<file path="src/rtl/pipe_ctrl_pkg.sv">
// Shared types and constants for the pipeline hazard controller.
// Holds the FSM state encoding, register-index geometry, and the
// saturating increment used by the optional performance counters.
package pipe_ctrl_pkg;

    localparam int REG_IDX_W   = 5;
    localparam int PERF_W      = 32;
    localparam int FLUSH_CNT_W = 2;

    // Register 31 reads as zero, so a write to it can never feed a consumer.
    localparam logic [REG_IDX_W-1:0] XZR_IDX = 5'd31;

    // Encoding is visible on hz_state; value 3 is never produced.
    typedef enum logic [1:0] {
        HZ_RUN     = 2'd0,
        HZ_FLUSH   = 2'd1,
        HZ_MEMWAIT = 2'd2
    } hz_state_t;

    // Increment that sticks at all-ones instead of wrapping to zero.
    function automatic logic [PERF_W-1:0] sat_inc(input logic [PERF_W-1:0] value);
        logic [PERF_W-1:0] result;
        if (value == {PERF_W{1'b1}}) begin
            result = value;
        end else begin
            result = value + 32'd1;
        end
        return result;
    endfunction

endpackage

</file>
<file path="src/rtl/hazard_detect.sv">
// Load-use hazard detector: flags an ID-stage instruction that reads the
// destination of a load still in EX. The zero register never hazards.
module hazard_detect
    import pipe_ctrl_pkg::*;
(
    input  logic                 id_valid,
    input  logic [REG_IDX_W-1:0] id_rn,
    input  logic [REG_IDX_W-1:0] id_rm,
    input  logic                 id_uses_rm,
    input  logic                 ex_valid,
    input  logic                 ex_mem_read,
    input  logic [REG_IDX_W-1:0] ex_rd,
    output logic                 load_use
);

    logic rn_match_s;
    logic rm_match_s;
    logic ex_load_s;

    // Compare both ID sources against the in-flight load destination.
    always_comb begin
        rn_match_s = (id_rn == ex_rd);
        rm_match_s = id_uses_rm & (id_rm == ex_rd);
        ex_load_s  = ex_valid & ex_mem_read & (ex_rd != XZR_IDX);
        if (ex_load_s && id_valid) begin
            load_use = rn_match_s | rm_match_s;
        end else begin
            load_use = 1'b0;
        end
    end

endmodule

</file>
<file path="src/rtl/pipe_hazard_ctrl.sv">
// Pipeline hazard controller: decides PC/IF-ID/ID-EX control per cycle
// from memory back-pressure, taken branches and load-use hazards.
// Outputs are combinational from the registered state and the inputs.
// Optional build macro HAZ_PERF_CNT_EN adds saturating stall_cycles and
// flush_count outputs; without it those ports and counters are absent.
module pipe_hazard_ctrl
    import pipe_ctrl_pkg::*;
#(
    parameter int FLUSH_CYCLES = 1
)
(
    input  logic                 clk,
    input  logic                 reset,
    input  logic                 id_valid,
    input  logic [REG_IDX_W-1:0] id_rn,
    input  logic [REG_IDX_W-1:0] id_rm,
    input  logic                 id_uses_rm,
    input  logic                 ex_valid,
    input  logic                 ex_mem_read,
    input  logic [REG_IDX_W-1:0] ex_rd,
    input  logic                 br_taken,
    input  logic                 mem_busy,
    output logic                 pc_we,
    output logic                 ifid_enable,
    output logic                 ifid_valid_in,
    output logic                 idex_bubble,
    output logic                 pipe_freeze,
    output logic [1:0]           hz_state
`ifdef HAZ_PERF_CNT_EN
    ,
    output logic [PERF_W-1:0]    stall_cycles,
    output logic [PERF_W-1:0]    flush_count
`endif
);

    // Remaining FLUSH cycles after the squash cycle of a taken branch.
    localparam logic [FLUSH_CNT_W-1:0] FLUSH_LOAD = FLUSH_CNT_W'(FLUSH_CYCLES - 1);

    hz_state_t              state_r;
    hz_state_t              state_nxt_s;
    logic [FLUSH_CNT_W-1:0] flush_cnt_r;
    logic [FLUSH_CNT_W-1:0] flush_cnt_nxt_s;
    logic                   load_use_s;

    hazard_detect u_hazard_detect (
        .id_valid    (id_valid),
        .id_rn       (id_rn),
        .id_rm       (id_rm),
        .id_uses_rm  (id_uses_rm),
        .ex_valid    (ex_valid),
        .ex_mem_read (ex_mem_read),
        .ex_rd       (ex_rd),
        .load_use    (load_use_s)
    );

    // Per-cycle pipeline controls; priority busy > branch > load-use > normal.
    always_comb begin
        pc_we         = 1'b1;
        ifid_enable   = 1'b1;
        ifid_valid_in = 1'b1;
        idex_bubble   = 1'b0;
        pipe_freeze   = 1'b0;
        hz_state      = state_r;
        if (reset) begin
            pc_we         = 1'b0;
            ifid_enable   = 1'b1;
            ifid_valid_in = 1'b0;
            idex_bubble   = 1'b1;
            pipe_freeze   = 1'b0;
            hz_state      = HZ_RUN;
        end else begin
            case (state_r)
                HZ_RUN, HZ_MEMWAIT: begin
                    if (mem_busy) begin
                        pc_we         = 1'b0;
                        ifid_enable   = 1'b0;
                        ifid_valid_in = 1'b0;
                        idex_bubble   = 1'b0;
                        pipe_freeze   = 1'b1;
                    end else if (br_taken) begin
                        pc_we         = 1'b1;
                        ifid_enable   = 1'b1;
                        ifid_valid_in = 1'b0;
                        idex_bubble   = 1'b1;
                    end else if (load_use_s) begin
                        pc_we         = 1'b0;
                        ifid_enable   = 1'b0;
                        ifid_valid_in = 1'b1;
                        idex_bubble   = 1'b1;
                    end else begin
                        pc_we         = 1'b1;
                        ifid_enable   = 1'b1;
                        ifid_valid_in = 1'b1;
                        idex_bubble   = 1'b0;
                    end
                end
                HZ_FLUSH: begin
                    if (mem_busy) begin
                        pc_we         = 1'b0;
                        ifid_enable   = 1'b0;
                        ifid_valid_in = 1'b0;
                        idex_bubble   = 1'b0;
                        pipe_freeze   = 1'b1;
                    end else begin
                        pc_we         = 1'b1;
                        ifid_enable   = 1'b1;
                        ifid_valid_in = 1'b0;
                        idex_bubble   = 1'b0;
                    end
                end
                default: begin
                    // Unreachable encoding: hold the PC and inject a bubble
                    // for the single cycle it takes to fall back to RUN.
                    pc_we         = 1'b0;
                    ifid_enable   = 1'b1;
                    ifid_valid_in = 1'b0;
                    idex_bubble   = 1'b1;
                    hz_state      = HZ_RUN;
                end
            endcase
        end
    end

    // Next state and flush counter; FLUSH ignores branches and hazards.
    always_comb begin
        state_nxt_s     = state_r;
        flush_cnt_nxt_s = flush_cnt_r;
        case (state_r)
            HZ_RUN, HZ_MEMWAIT: begin
                if (mem_busy) begin
                    state_nxt_s = HZ_MEMWAIT;
                end else if (br_taken) begin
                    if (FLUSH_CYCLES > 1) begin
                        state_nxt_s     = HZ_FLUSH;
                        flush_cnt_nxt_s = FLUSH_LOAD;
                    end else begin
                        state_nxt_s     = HZ_RUN;
                        flush_cnt_nxt_s = 2'd0;
                    end
                end else begin
                    state_nxt_s = HZ_RUN;
                end
            end
            HZ_FLUSH: begin
                if (mem_busy) begin
                    state_nxt_s = HZ_FLUSH;
                end else if (flush_cnt_r <= 2'd1) begin
                    state_nxt_s     = HZ_RUN;
                    flush_cnt_nxt_s = 2'd0;
                end else begin
                    state_nxt_s     = HZ_FLUSH;
                    flush_cnt_nxt_s = flush_cnt_r - 2'd1;
                end
            end
            default: begin
                state_nxt_s     = HZ_RUN;
                flush_cnt_nxt_s = 2'd0;
            end
        endcase
    end

    // State register; reset wins even mid-FLUSH or mid-MEMWAIT.
    always_ff @(posedge clk) begin
        if (reset) begin
            state_r     <= HZ_RUN;
            flush_cnt_r <= 2'd0;
        end else begin
            state_r     <= state_nxt_s;
            flush_cnt_r <= flush_cnt_nxt_s;
        end
    end

`ifdef HAZ_PERF_CNT_EN
    logic br_accept_s;

    // A branch is accepted only where it is allowed to start a squash.
    assign br_accept_s = ((state_r == HZ_RUN) || (state_r == HZ_MEMWAIT)) &&
                         !mem_busy && br_taken && !reset;

    // Saturating counters of stalled PC cycles and accepted branches.
    always_ff @(posedge clk) begin
        if (reset) begin
            stall_cycles <= 32'd0;
            flush_count  <= 32'd0;
        end else begin
            if (!pc_we) begin
                stall_cycles <= sat_inc(stall_cycles);
            end else begin
                stall_cycles <= stall_cycles;
            end
            if (br_accept_s) begin
                flush_count <= sat_inc(flush_count);
            end else begin
                flush_count <= flush_count;
            end
        end
    end
`endif

endmodule

</file>
<file path="config.mk">
export PLATFORM = sky130hd
export DESIGN_NAME = pipe_hazard_ctrl
export DESIGN_NICKNAME = d
export VERILOG_FILES = /design/src/rtl/pipe_ctrl_pkg.sv /design/src/rtl/hazard_detect.sv /design/src/rtl/pipe_hazard_ctrl.sv
export SDC_FILE = /design/constraint.sdc
export NUM_CORES = 1
export LEC_CHECK = 0
export ABC_AREA = 1
export CORE_MARGIN = 10
export CORE_UTILIZATION = 31
export DETAILED_ROUTE_END_ITERATION = 8
export GPL_TIMING_DRIVEN = 0
export MAX_ROUTING_LAYER = met4
export PLACE_DENSITY = 0.74
export SLEW_MARGIN = 20
export SYNTH_ARGS = -nofsm -noshare
export SYNTH_HDL_FRONTEND = slang
export SYNTH_HIERARCHICAL = 1
export SYNTH_SLANG_ARGS = --single-unit
</file>
<file path="constraint.sdc">
create_clock -name clk -period 1 [get_ports clk]
set_input_delay 0.2 -clock clk [delete_from_list [all_inputs] [get_ports clk]]
set_output_delay 0.2 -clock clk [all_outputs]
set_load 0.05 [all_outputs]
</file>
Yosys cells after proc, flatten, opt, wreduce, memory -nomap -nowiden
Index checks and enable logic that the tools add are counted.
{"block": "word_totals", "register_bits": 4, "in_bits": 23, "out_inout_bits": 7}
{"block": "op_classes", "addsub": 1, "magnitude_cmp": 1, "n_eq_ne": 8, "mux": 32, "bitwise_logic": 4, "n_reduce_logical": 5}
{"cell": "2-to-1 mux 1 bit", "n": 20}
{"cell": "2-to-1 mux 2 bit", "n": 7}
{"cell": "equality test 5 bit", "n": 2}
{"cell": "one-hot mux 2 bit (2 select lines)", "n": 2}
{"cell": "!= test 2 bit, second input constant", "n": 3}
{"cell": "one-hot mux 1 bit (2 select lines)", "n": 3}
{"cell": "!= test 5 bit, second input constant", "n": 1}
{"cell": "bitwise AND 1 bit", "n": 3}
{"cell": "AND reduction 3 bit", "n": 1}
{"cell": "OR reduction 3 bit", "n": 1}
{"cell": "equality test 2 x 1 -> 1 bit, second input constant", "n": 1}
{"cell": "equality test 2 bit, second input constant", "n": 1}
{"cell": "<= comparator 2 x 1 -> 1 bit, second input constant", "n": 1}
{"cell": "zero test 2 bit", "n": 1}
{"cell": "OR reduction 2 bit", "n": 1}
{"cell": "subtractor 2 x 1 -> 2 bit, second input constant", "n": 1}
{"cell": "logical AND 1 bit", "n": 1}
{"cell": "OR 1 bit", "n": 1}

Logic depth before layout (Yosys ltp)
Gate-level depths: netlist of the first run.
{"block": "logic_depth", "word_depth": 9, "ltp_mapped": 9, "mapped_depth_nobuf": 9}

Hierarchy
Netlist of the first run, hierarchy kept.
{"mod": "pipe_hazard_ctrl", "instances": 1, "cells_each": 42, "area_each_um2": 236.5, "seq_area_each_um2": 80.1}
{"mod": "hazard_detect", "instances": 1, "cells_each": 54, "area_each_um2": 219.0, "seq_area_each_um2": 0.0}

Worst setup path before layout of the first run
OpenSTA, ideal clock, no wires.
{"block": "synth_path", "path_type": "reg2out", "startpoint": "register state_r[0]", "endpoint": "output ifid_valid_in", "arrival_ns": 1.881, "t_required_ns": 0.800, "path_slack_ns": -1.081, "stages_incl_launch_ff": 2, "n_path_buf": 0, "path_cell_list": "dfxtp_1 -> nor4_1"}
{"block": "synth_via", "elab_chain_len": 4, "elab_cells_between_ends": 5, "classes_between": "eq/ne (1); mux (2); reduce/logical (2)"}
{"element": "from (decl)", "line_no": "pipe_hazard_ctrl.sv:39", "text": "hz_state_t state_r;"}
{"element": "from (signal assigned)", "line_no": "pipe_hazard_ctrl.sv:168", "text": "state_r <= state_nxt_s;"}
{"element": "equality test 2 bit or zero test 2 bit (tied branches)", "line_no": "pipe_hazard_ctrl.sv:72", "text": "case (state_r)"}
{"element": "OR reduction 2 bit (*)", "line_no": "pipe_hazard_ctrl.sv:72"}
{"element": "2-to-1 mux 1 bit (*)"}
{"element": "2-to-1 mux 1 bit (*)", "line_no": "pipe_hazard_ctrl.sv:64", "text": "if (reset) begin"}
{"element": "to (decl)", "line_no": "pipe_hazard_ctrl.sv:25", "text": "output logic ifid_valid_in,"}
Every way passes the cells marked *; elsewhere a longest branch is shown, timed or not.

Final worst setup path of the first run
{"block": "layout_path", "startpoint": "input id_uses_rm", "endpoint": "output ifid_enable"}
{"block": "layout_via", "elab_chain_len": 8}
{"element": "from (decl)", "line_no": "pipe_hazard_ctrl.sv:17", "text": "input logic id_uses_rm,"}
{"element": "bitwise AND 1 bit", "line_no": "hazard_detect.sv:23", "text": "rm_match_s = id_uses_rm & (id_rm == ex_rd);"}
{"element": "OR 1 bit", "line_no": "hazard_detect.sv:26", "text": "load_use = rn_match_s | rm_match_s;"}
{"element": "2-to-1 mux 1 bit", "line_no": "hazard_detect.sv:25", "text": "if (ex_load_s && id_valid) begin"}
{"element": "net load_use_s", "line_no": "pipe_hazard_ctrl.sv:43", "text": "logic load_use_s;"}
{"element": "2-to-1 mux 1 bit", "line_no": "pipe_hazard_ctrl.sv:85", "text": "end else if (load_use_s) begin"}
{"element": "2-to-1 mux 1 bit", "line_no": "pipe_hazard_ctrl.sv:80", "text": "end else if (br_taken) begin"}
{"element": "2-to-1 mux 1 bit", "line_no": "pipe_hazard_ctrl.sv:74", "text": "if (mem_busy) begin"}
{"element": "one-hot mux 1 bit (2 select lines)", "line_no": "pipe_hazard_ctrl.sv:72"}
{"element": "2-to-1 mux 1 bit", "line_no": "pipe_hazard_ctrl.sv:64"}
{"element": "to (decl)", "line_no": "pipe_hazard_ctrl.sv:24", "text": "output logic ifid_enable,"}
The timed path passes the listed nets, and every way through them passes these cells.

==> impl_metrics.csv, run 1 <==
group,metric,value,unit
run_status,outcome,"finished, violations left",
run_status,violations,"setup timing",
yosys,sequential_cell_area_fraction_in_the_yosys_report,17.6,%
sta,fin_worst_skew,0.00854,ns
final_layout,commonest_non_fill_non_tap_cell_in_the_layout,"sky130_fd_sc_hd__nand2_1",
worst_setup_path,worst-setup-path-type,"in -> out",
pwr,sequential_share_of_power,22.9,%
routing,route.detailed.wl_per_inst,12.9,µm
final_layout,drive_gt1_share,52.6,%
worst_setup_path,start_kind,"primary input",
sta,hold_fails_final_rpt,0,
sta,final_min_period_over_clock_period,148,%
yosys,syn_nets,119,
sta,final.setup.tns,-2.50,ns
routing,drc,0,
worst_setup_path,worst_path_buffer_plus_inverter_count,2,
final_layout,antenna-diode-count,0,
final_layout,area_growth,120,%
die,chipHeight,58.3,µm
worst_setup_path,ff2ff_path_depth,6,
final_layout,mostFrequentLayoutCells,"sky130_fd_sc_hd__nand2_1, sky130_fd_sc_hd__buf_6, sky130_fd_sc_hd__inv_1",
pwr,share_clk_of_total_power,30.7,%
placed_design,hpwl_detailed,1.43,mm
global_route,grt_use_total,11.4,%
global_route,antenna_found_initial,0,
placed_design,pre_cts_slack,-1.61,ns
global_route,via_count_of_the_first_global_routing_pass,679,
worst_setup_path,crit_path_max_fanout,2,
worst_setup_path,critPathRequiredTime,0.80,ns
global_route,overflow,0,
worst_setup_path,regToRegStartpoint,"state_r[0]$_SDFF_PP0_",
clock_tree,clock_sink_count,4,
sta,post-route-min-period,1.48,ns
routing,initialDrtViolationCount,16,
pwr,pwr_density_cell,720,mW/mm²
worst_setup_path,regToRegEndpoint,"flush_cnt_r[1]$_SDFFE_PP0P_",
die,core_area,0.00135,mm²
final_layout,count_of_nets_after_finishing,159,
die,row_count,13,
yosys,synthCells,96,
flow_run,max_cap_viol_count,0,
worst_setup_path,worst-r2r-setup-slack,-0.02,ns
hold_path,worst_hold_path_type,"in -> reg",
placed_design,buffer_ports.inserted,29,
worst_setup_path,crit_path_start,"id_uses_rm",
routing,postRouteAntennaNets,0,
hold_path,worstHoldStart,"reset",
hold_path,hold_depth,2,
pwr,p_switching,0.255,mW
worst_setup_path,worst_setup_path_end_kind,"output pin",
sta,slew_headroom,85.4,%
yosys,synth.distinct_cells,15,
worst_setup_path,critical_path.max_stage_delay,0.20,ns
pwr,leak_pwr,0.536,nW
pwr,ir_worst_vdd,0.712,mV
die,initial_core_utilization,33.7,%
yosys,ys_ff_latch,4,
die,die_w,58.3,µm
clock_tree,cts_max_level,1,
routing,per_cell_via_count_in_the_routed_design,4.47,
pwr,power.share.combinational,46.4,%
yosys,synth.avg_cell_area,4.74,µm²
global_route,grt_first_pass_wirelength,3.07,mm
pwr,internal_power_component,0.468,mW
routing,detail_route.wirelength,1.93,mm
worst_setup_path,path_delay_family,"simple AND/OR/NAND/NOR gates",
sta,least_margin_pin_slew,0.218,ns
sta,unrepaired_setup_endpoints_after_global_routing,"yes",
worst_setup_path,critical_path.slowest_cell,"sky130_fd_sc_hd__a21oi_2",
sta,setup_violations,9,
worst_setup_path,worstPathArrival,1.28,ns
worst_setup_path,most_frequent_cell_on_critical_path,"sky130_fd_sc_hd__nand3_1",
yosys,syn-cell-area,455,µm²
die,die_area,0.00340,mm²
clock_tree,clkSlewWorstSetupHoldPaths,0.04,ns
sta,achievable-frequency,676,MHz
worst_setup_path,path_cells,"clkdlybuf4s15_1 -> nand2_1 -> nor2_1 -> nand3_1 -> a21oi_2 -> nand3_1 -> nand2_2 -> nand2_4 -> buf_8",
die,total_i_o_pin_count,30,
routing,drt-pass1-iter-count,4,
global_route,largest_net_degree_at_the_start_of_global_routing,8,
sta,finalMaxSlewViolations,0,
clock_tree,root_buffer,"sky130_fd_sc_hd__clkbuf_4",
clock_tree,cts_inserted_buffers,3,
clock_tree,cts_hold_repair.buffers,0,
hold_path,min_delay_worst_endpoint,"state_r[1]$_SDFF_PP0_",
sta,post-route-worst-setup-slack,-0.479,ns
pwr,power.share.switching,35.3,%
clock_tree,clock_latency,0.24,ns
clock_tree,tritoncts,"yes",
clock_tree,max-clock-path-buffers,2,
routing,num_vias,670,
yosys,yosysWarnings,6,
placed_design,gp_routability_congestion,0.761,
[power by group through the flow]
| stage | logic [mW] | registers (mW) | clock network, mW |
|---|---|---|---|
| 2_1_floorplan | 0.151 | 0.166 | 0 |
| 3_3_place_gp | 0.297 | 0.166 | 0 |
| 3_5_place_dp | 0.304 | 0.166 | 0 |
| 4_1_cts | 0.316 | 0.165 | 0.226 |
| 5_1_grt | 0.362 | 0.166 | 0.239 |
| 6_report | 0.335 | 0.166 | 0.222 |
[cell usage after synthesis, drive strengths merged]
cell type / n / area [µm²]
nand3: 4 / 20.0
xnor2: 1 / 8.76
nand4: 1 / 6.26
nor3: 2 / 10.0
o21ai: 3 / 15.0
a21oi: 2 / 13.8
inv: 25 / 93.8
nand2: 39 / 149
nor4: 1 / 6.26
dfxtp: 4 / 80.1
nor2: 14 / 52.6
[metrics by stage]
stage	utilization [%]	hold slack, ns	power (mW)	instances	area [µm²]
6_report	74.2	0.365	0.722	150	1000
5_1_grt	74.2	0.385	0.767	150	1000
4_1_cts	70.3	0.364	0.707	148	950
3_5_place_dp	63.6	0.457	0.470	140	858
3_3_place_gp	63.6	0.450	0.463	140	858
2_1_floorplan	-	0.277	0.317	96	549
[cell families after synthesis]
| group | synth area share (%) |
|---|---|
| AOI/OAI and AO/OA | 6.32 |
| xor gates and xnor gates | 1.92 |
| buffers and inverters | 20.6 |
| DFF | 17.6 |
| and+or+nand+nor | 53.6 |
[metal layers]
metal | track usage, % | wire length [µm]
met3 | 4.08 | 98
met1 | 11.4 | 687
met5 | - | 0
met4 | 2.68 | 0
met2 | 20.6 | 1140
[worst max path at each step]
stage / endpoint / cells past startpoint / slack (ns)
after global placement: idex_bubble / 10 / -1.59
after CTS: ifid_enable / 11 / -0.45
after detailed placement: idex_bubble / 10 / -1.61
after floorplan: idex_bubble / 8 / -0.26
final: ifid_enable / 9 / -0.48
after global routing: ifid_enable / 10 / -0.54
[final cells by class]
class                   instances  area (µm²)
multi-input cells              67         392
repair buffers                 35         365
fillers                       112         348
inverters                      25         115
flip-flops and latches          4        85.1
clock buffers                   4        26.3
well taps                      15        18.8
[registers in the layout (all words and copies together), names as in the netlist]
signal / count
flush_cnt_r: 2
state_r: 2
[repair_timing]
action	CTS	global route
pin swaps	28	15
setup endpoints to repair	10	8
resized for setup	150	13
buffers inserted	4	2
(Power assumes the default switching activity.)
==> run 2: changes to the inputs <==
--- a/config.mk
+++ b/config.mk
@@ -9,9 +9,8 @@
 export CORE_MARGIN = 10
 export CORE_UTILIZATION = 31
 export DETAILED_ROUTE_END_ITERATION = 8
-export GPL_TIMING_DRIVEN = 0
 export MAX_ROUTING_LAYER = met4
-export PLACE_DENSITY = 0.74
+export PLACE_DENSITY_LB_ADDON = 0.3
 export SLEW_MARGIN = 20
 export SYNTH_ARGS = -nofsm -noshare
 export SYNTH_HDL_FRONTEND = slang
==> run 2 against run 1 <==
Cell count rose by 3.3%. Non-clock buffer count rose by 5. Register-to-register slack improved by 0.07 ns. The run still ends with setup timing left. Power rose by 7.1%. Die area did not move. Largest power group unchanged. Largest cell class is now non-clock buffers.
==> impl_metrics.csv, run 2 (synthesized netlist as in run 1, its figures left out) <==
group,metric,value,unit
final_layout,final_core_utilization,80.3,%
worst_setup_path,regToRegStartpoint,"state_r[1]$_SDFF_PP0_",
hold_path,worst_hold_path_type,"in -> reg",
sta,post-route-worst-setup-slack,-0.472,ns
placed_design,postPlaceCellArea,971,µm²
worst_setup_path,worst_setup_path_end_kind,"output pin",
sta,hold_fails_final_rpt,0,
sta,post-route-min-period,1.47,ns
clock_tree,clock_latency,0.25,ns
die,initial_core_utilization,33.7,%
sta,finalMaxSlewViolations,0,
clock_tree,tritoncts,"yes",
clock_tree,cts_inserted_buffers,3,
final_layout,finish.instance_area,0.00108,mm²
routing,per_cell_via_count_in_the_routed_design,4.55,
routing,route.detailed.wl_per_inst,12.8,µm
clock_tree,max-clock-path-buffers,2,
final_layout,commonest_non_fill_non_tap_cell_in_the_layout,"sky130_fd_sc_hd__nand2_1",
clock_tree,clock_sink_count,4,
routing,drc,0,
die,die_area,0.00340,mm²
final_layout,instances_no_fill,155,
pwr,total_power,0.773,mW
hold_path,hold_depth,3,
global_route,via_count_of_the_first_global_routing_pass,699,
run_status,violations,"setup timing",
global_route,largest_net_degree_at_the_start_of_global_routing,7,
final_layout,mostFrequentLayoutCells,"sky130_fd_sc_hd__nand2_1, sky130_fd_sc_hd__nand2_2, sky130_fd_sc_hd__nor2_1, sky130_fd_sc_hd__buf_6, sky130_fd_sc_hd__inv_2",
worst_setup_path,critPathRequiredTime,0.80,ns
final_layout,count_of_nets_after_finishing,164,
placed_design,buffer_ports.inserted,29,
hold_path,worstHoldStart,"reset",
final_layout,area_growth,138,%
flow_run,max_cap_viol_count,0,
clock_tree,clkSlewWorstSetupHoldPaths,0.05,ns
placed_design,hpwl_detailed,1.47,mm
worst_setup_path,worstPathArrival,1.27,ns
die,row_count,13,
die,total_i_o_pin_count,30,
worst_setup_path,start_kind,"primary input",
worst_setup_path,regToRegEndpoint,"flush_cnt_r[1]$_SDFFE_PP0P_",
worst_setup_path,worst-setup-path-type,"in -> out",
die,chipHeight,58.3,µm
worst_setup_path,critical_path.slowest_cell,"sky130_fd_sc_hd__a21oi_2",
global_route,grt_use_total,11.1,%
sta,achievable-frequency,680,MHz
hold_path,min_delay_worst_endpoint,"state_r[1]$_SDFF_PP0_",
pwr,ir_worst_vdd,0.861,mV
die,core_area,0.00135,mm²
global_route,grt_first_pass_wirelength,3.02,mm
clock_tree,cts_max_level,1,
die,die_w,58.3,µm
sta,setup_violations,7,
clock_tree,root_buffer,"sky130_fd_sc_hd__clkbuf_4",
run_status,outcome,"finished, violations left",
sta,slew_headroom,81.6,%
sta,final_min_period_over_clock_period,147,%
placed_design,gp_routability_congestion,0.839,
worst_setup_path,worst-r2r-setup-slack,0.05,ns
sta,final.setup.tns,-2.47,ns
routing,initialDrtViolationCount,9,
routing,postRouteAntennaNets,0,
final_layout,antenna-diode-count,0,
worst_setup_path,critical_path.max_stage_delay,0.17,ns
worst_setup_path,ff2ff_path_depth,6,
global_route,overflow,0,
routing,detail_route.wirelength,1.99,mm
sta,least_margin_pin_slew,0.273,ns
pwr,leak_pwr,0.574,nW
worst_setup_path,crit_path_max_fanout,4,
sta,unrepaired_setup_endpoints_after_global_routing,"yes",
worst_setup_path,path_cells,"buf_8 -> inv_4 -> nand2_1 -> nand2_1 -> nor2_2 -> nand3_2 -> a21oi_2 -> nand3_1 -> nand2_2 -> nand2_4 -> buf_8",
routing,drt-pass1-iter-count,4,
clock_tree,cts_hold_repair.buffers,0,
final_layout,largestRegisters,"flush_cnt_r (2), state_r (2)",
global_route,antenna_found_initial,0,
final_layout,drive_gt1_share,55.0,%
routing,num_vias,705,
placed_design,numPlacedInstances,149,
sta,fin_worst_skew,0.0102,ns
pwr,pwr_density_cell,713,mW/mm²
==> run 2: changes by cell type in the layout (fill, tap and decap cells not counted), moves of 2 or more <==
cell / delta
sky130_fd_sc_hd__buf_12: +3
sky130_fd_sc_hd__nand2_1: -2
sky130_fd_sc_hd__buf_4: +6
sky130_fd_sc_hd__inv_4: +2
sky130_fd_sc_hd__buf_2: -2
sky130_fd_sc_hd__inv_1: -2
sky130_fd_sc_hd__buf_6: -2
==> run 2: worst max path at each step <==
stage / from / to / slack (ns)
after floorplan: id_rm[2] / idex_bubble / -0.26
after global placement: ex_rd[2] / ifid_enable / -0.99
after detailed placement: ex_rd[2] / ifid_enable / -1.03
after CTS: ex_rd[1] / ifid_enable / -0.46
after global routing: id_rm[1] / ifid_enable / -0.61
final: ex_rd[1] / ifid_enable / -0.47
==> run 2: metrics by stage <==
| step | setup slack, ns | hold WS (ns) |
|---|---|---|
| 3_3_place_gp | -0.991 | 0.453 |
| 3_5_place_dp | -1.03 | 0.484 |
| 4_1_cts | -0.455 | 0.445 |
| 5_1_grt | -0.606 | 0.455 |
| 6_report | -0.472 | 0.439 |
| 2_1_floorplan | -0.262 | 0.277 |
==> run 2: final cells by class <==
cell class / count / area [µm²]
Fill cell: 98 / 267
Multi-Input combinational cell: 67 / 400
Tap cell: 15 / 18.8
Timing Repair Buffer: 40 / 430
Sequential cell: 4 / 87.6
Clock buffer: 4 / 26.3
Inverter: 25 / 120
==> run 2: worst max-delay path: cells and delay by family <==
family                 cells  cell delay [ns]
AO/OA/AOI/OAI              1             0.17
buffers and inverters      3             0.26
AND/OR/NAND/NOR            7             0.63
==> run 2: what timing repair did <==
item,CTS,global route
resized for setup,97,18
setup buffers,2,0
pin swaps,32,22
setup endpoints to repair,11,7
==> run 2: per-layer routing <==
| metal | track usage [%] | share of wire (%) | vias to the layer above | wire, µm |
|---|---|---|---|---|
| li1 | - | - | 369 | - |
| met1 | 10.8 | 35 | 315 | 702 |
| met2 | 21.9 | 60 | 19 | 1180 |
| met3 | 1.50 | 4.0 | 2 | 80 |
| met4 | 3.02 | 0.96 | 0 | 19 |
| met5 | - | 0 | - | 0 |
==> run 2: report_power, final <==
| part | internal (mW) | switching (mW) |
|---|---|---|
| combinational | 0.185 | 0.191 |
| clock | 0.151 | 0.0814 |
| sequential | 0.161 | 0.00411 |
==> run 3: changes to the inputs <==
--- a/config.mk
+++ b/config.mk
@@ -6,7 +6,7 @@
 export NUM_CORES = 1
 export LEC_CHECK = 0
 export ABC_AREA = 1
-export CORE_MARGIN = 10
+export CORE_MARGIN = 4
 export CORE_UTILIZATION = 31
 export DETAILED_ROUTE_END_ITERATION = 8
 export MAX_ROUTING_LAYER = met4
==> run 3 against run 2 <==
The flow still finishes with violations (setup timing). Count of clock-buffer cells in the layout unchanged. Die area fell by 37%. Combinational power is 5.3% higher. Highest routed layer unchanged. Critical endpoint is now idex_bubble. Clock skew is 0.0050 ns lower. Critical path type unchanged. Largest power group unchanged. Worst setup slack lost 0.13 ns. Via count up 7.1%.
==> impl_metrics.csv, run 3 (synthesized netlist as in run 1, its figures left out) <==
group,metric,value,unit
worst_setup_path,crit_path_max_fanout,4,
hold_path,worst_hold_path_type,"reg -> reg",
sta,hold_fails_final_rpt,0,
final_layout,area_growth,161,%
pwr,power.share.combinational,50.6,%
routing,route.detailed.wl_per_inst,13.0,µm
sta,fin_worst_skew,0.00513,ns
pwr,pwr_density_cell,659,mW/mm²
run_status,outcome,"finished, violations left",
final_layout,largestRegisters,"flush_cnt_r (2), state_r (2)",
run_status,violations,"setup timing",
worst_setup_path,worstPathArrival,1.41,ns
sta,finalHoldWorstSlack,0.476,ns
die,core_area,0.00135,mm²
clock_tree,clkSlewWorstSetupHoldPaths,0.04,ns
sta,post-route-min-period,1.61,ns
clock_tree,max-clock-path-buffers,2,
worst_setup_path,worst_setup_path_end_kind,"output pin",
die,row_count,13,
pwr,ir_worst_vdd,0.623,mV
worst_setup_path,worst-setup-path-type,"in -> out",
clock_tree,cts_max_level,1,
global_route,grt_first_pass_wirelength,2.90,mm
clock_tree,tritoncts,"yes",
final_layout,final_core_utilization,88.0,%
sta,unrepaired_setup_endpoints_after_global_routing,"yes",
final_layout,count_of_nets_after_finishing,170,
die,die_area,0.00215,mm²
pwr,internal_power_component,0.508,mW
pwr,p_switching,0.275,mW
global_route,antenna_found_initial,0,
routing,drc,0,
routing,per_cell_via_count_in_the_routed_design,4.69,
routing,initialDrtViolationCount,13,
global_route,via_count_of_the_first_global_routing_pass,702,
routing,drt-pass1-iter-count,4,
flow_run,max_cap_viol_count,0,
sta,slew_headroom,81.8,%
final_layout,filler_cell_count,65,
die,initial_core_utilization,33.7,%
routing,num_vias,755,
die,total_i_o_pin_count,30,
final_layout,mostFrequentLayoutCells,"sky130_fd_sc_hd__nand2_1, sky130_fd_sc_hd__buf_6, sky130_fd_sc_hd__inv_2",
placed_design,hpwl_detailed,1.29,mm
sta,achievable-frequency,623,MHz
worst_setup_path,critPathRequiredTime,0.80,ns
clock_tree,cts_inserted_buffers,3,
pwr,leak_pwr,0.626,nW
die,chipHeight,46.3,µm
pwr,share_clk_of_total_power,28.3,%
placed_design,buffer_ports.inserted,29,
pwr,power.share.switching,35.1,%
clock_tree,root_buffer,"sky130_fd_sc_hd__clkbuf_4",
final_layout,commonest_non_fill_non_tap_cell_in_the_layout,"sky130_fd_sc_hd__nand2_1",
sta,finalMaxSlewViolations,0,
placed_design,gp_routability_congestion,0.740,
global_route,grt_use_total,19.7,%
sta,post-route-worst-setup-slack,-0.605,ns
sta,least_margin_pin_slew,0.272,ns
routing,postRouteAntennaNets,0,
final_layout,drive_gt1_share,60.3,%
clock_tree,clock_sink_count,4,
worst_setup_path,start_kind,"primary input",
sta,final_min_period_over_clock_period,161,%
global_route,overflow,0,
final_layout,antenna-diode-count,0,
die,die_w,46.3,µm
global_route,largest_net_degree_at_the_start_of_global_routing,7,
pwr,sequential_share_of_power,21.1,%
routing,detail_route.wirelength,2.09,mm
sta,setup_violations,9,
clock_tree,cts_hold_repair.buffers,0,
clock_tree,clock_latency,0.24,ns
-- run 3: changes by cell type in the layout (fill, tap and decap cells not counted), sizes merged --
cell / before / now
clkdlybuf4s15: 3 / 0
clkbuf: 4 / 6
buf: 32 / 39
-- run 3: final timing paths --
check	to	slack (ns)	depth (start not counted)	start
max	idex_bubble	-0.61	11	ex_rd[3]
min reg2reg	state_r[0]$_SDFF_PP0_	0.48	2	flush_cnt_r[1]$_SDFFE_PP0P_
max reg2reg	flush_cnt_r[1]$_SDFFE_PP0P_	-0.09	7	state_r[0]$_SDFF_PP0_
min	state_r[0]$_SDFF_PP0_	0.48	2	flush_cnt_r[1]$_SDFFE_PP0P_
-- run 3: worst max-delay path, cell delays in order --
cell and delay, ns:
sky130_fd_sc_hd__buf_8 0.08, sky130_fd_sc_hd__inv_2 0.03, sky130_fd_sc_hd__nand2_1 0.05, sky130_fd_sc_hd__nand2_1 0.06, sky130_fd_sc_hd__nor2_1 0.15, sky130_fd_sc_hd__nand3_1 0.13, sky130_fd_sc_hd__a21oi_2 0.18, sky130_fd_sc_hd__buf_4 0.14
sky130_fd_sc_hd__o21ai_4 0.06, sky130_fd_sc_hd__o21ai_4 0.17, sky130_fd_sc_hd__buf_12 0.15
-- run 3: layout make-up --
| type | instances | area [µm²] | share of cell area [%] |
|---|---|---|---|
| repair buffers | 46 | 509 | 42.9 |
| multi-input cells | 67 | 430 | 36.2 |
| inverters | 25 | 115 | 9.69 |
| flip-flops and latches | 4 | 87.6 | 7.38 |
| clock buffers | 4 | 26.3 | 2.21 |
| well taps | 15 | 18.8 | 1.58 |
-- run 3: timing repair --
action | CTS | global route
endpoints found under the setup margin | 11 | 9
setup buffers | 3 | 5
pin swaps | 32 | 21
resized for setup | 106 | 26
-- run 3: per-layer routing --
metal | wire length [µm] | GRT usage [%] | vias to the layer above
li1 | - | - | 381
met1 | 713 | 19.2 | 350
met2 | 1260 | 35.4 | 19
met3 | 85 | 4.69 | 5
met4 | 35 | 10.2 | 0
met5 | 0 | - | -
-- run 3: stage by stage --
| step | power, mW | area [µm²] | setup TNS, ns | instances | setup slack, ns |
|---|---|---|---|---|---|
| CTS | 0.755 | 1050 | -2.39 | 156 | -0.428 |
| global placement | 0.502 | 971 | -5.50 | 149 | -0.990 |
| finish | 0.783 | 1190 | -3.02 | 161 | -0.605 |
| global route | 0.834 | 1190 | -3.40 | 161 | -0.650 |
| detailed placement | 0.510 | 971 | -5.74 | 149 | -1.02 |
| floorplan | 0.317 | 549 | -1.03 | 96 | -0.262 |
-- run 3: power groups by stage --
stage / combinational, mW / clock, mW / sequential [mW]
2_1_floorplan: 0.151 / 0 / 0.166
3_3_place_gp: 0.336 / 0 / 0.166
3_5_place_dp: 0.343 / 0 / 0.166
4_1_cts: 0.355 / 0.235 / 0.165
5_1_grt: 0.422 / 0.247 / 0.165
6_report: 0.396 / 0.222 / 0.165
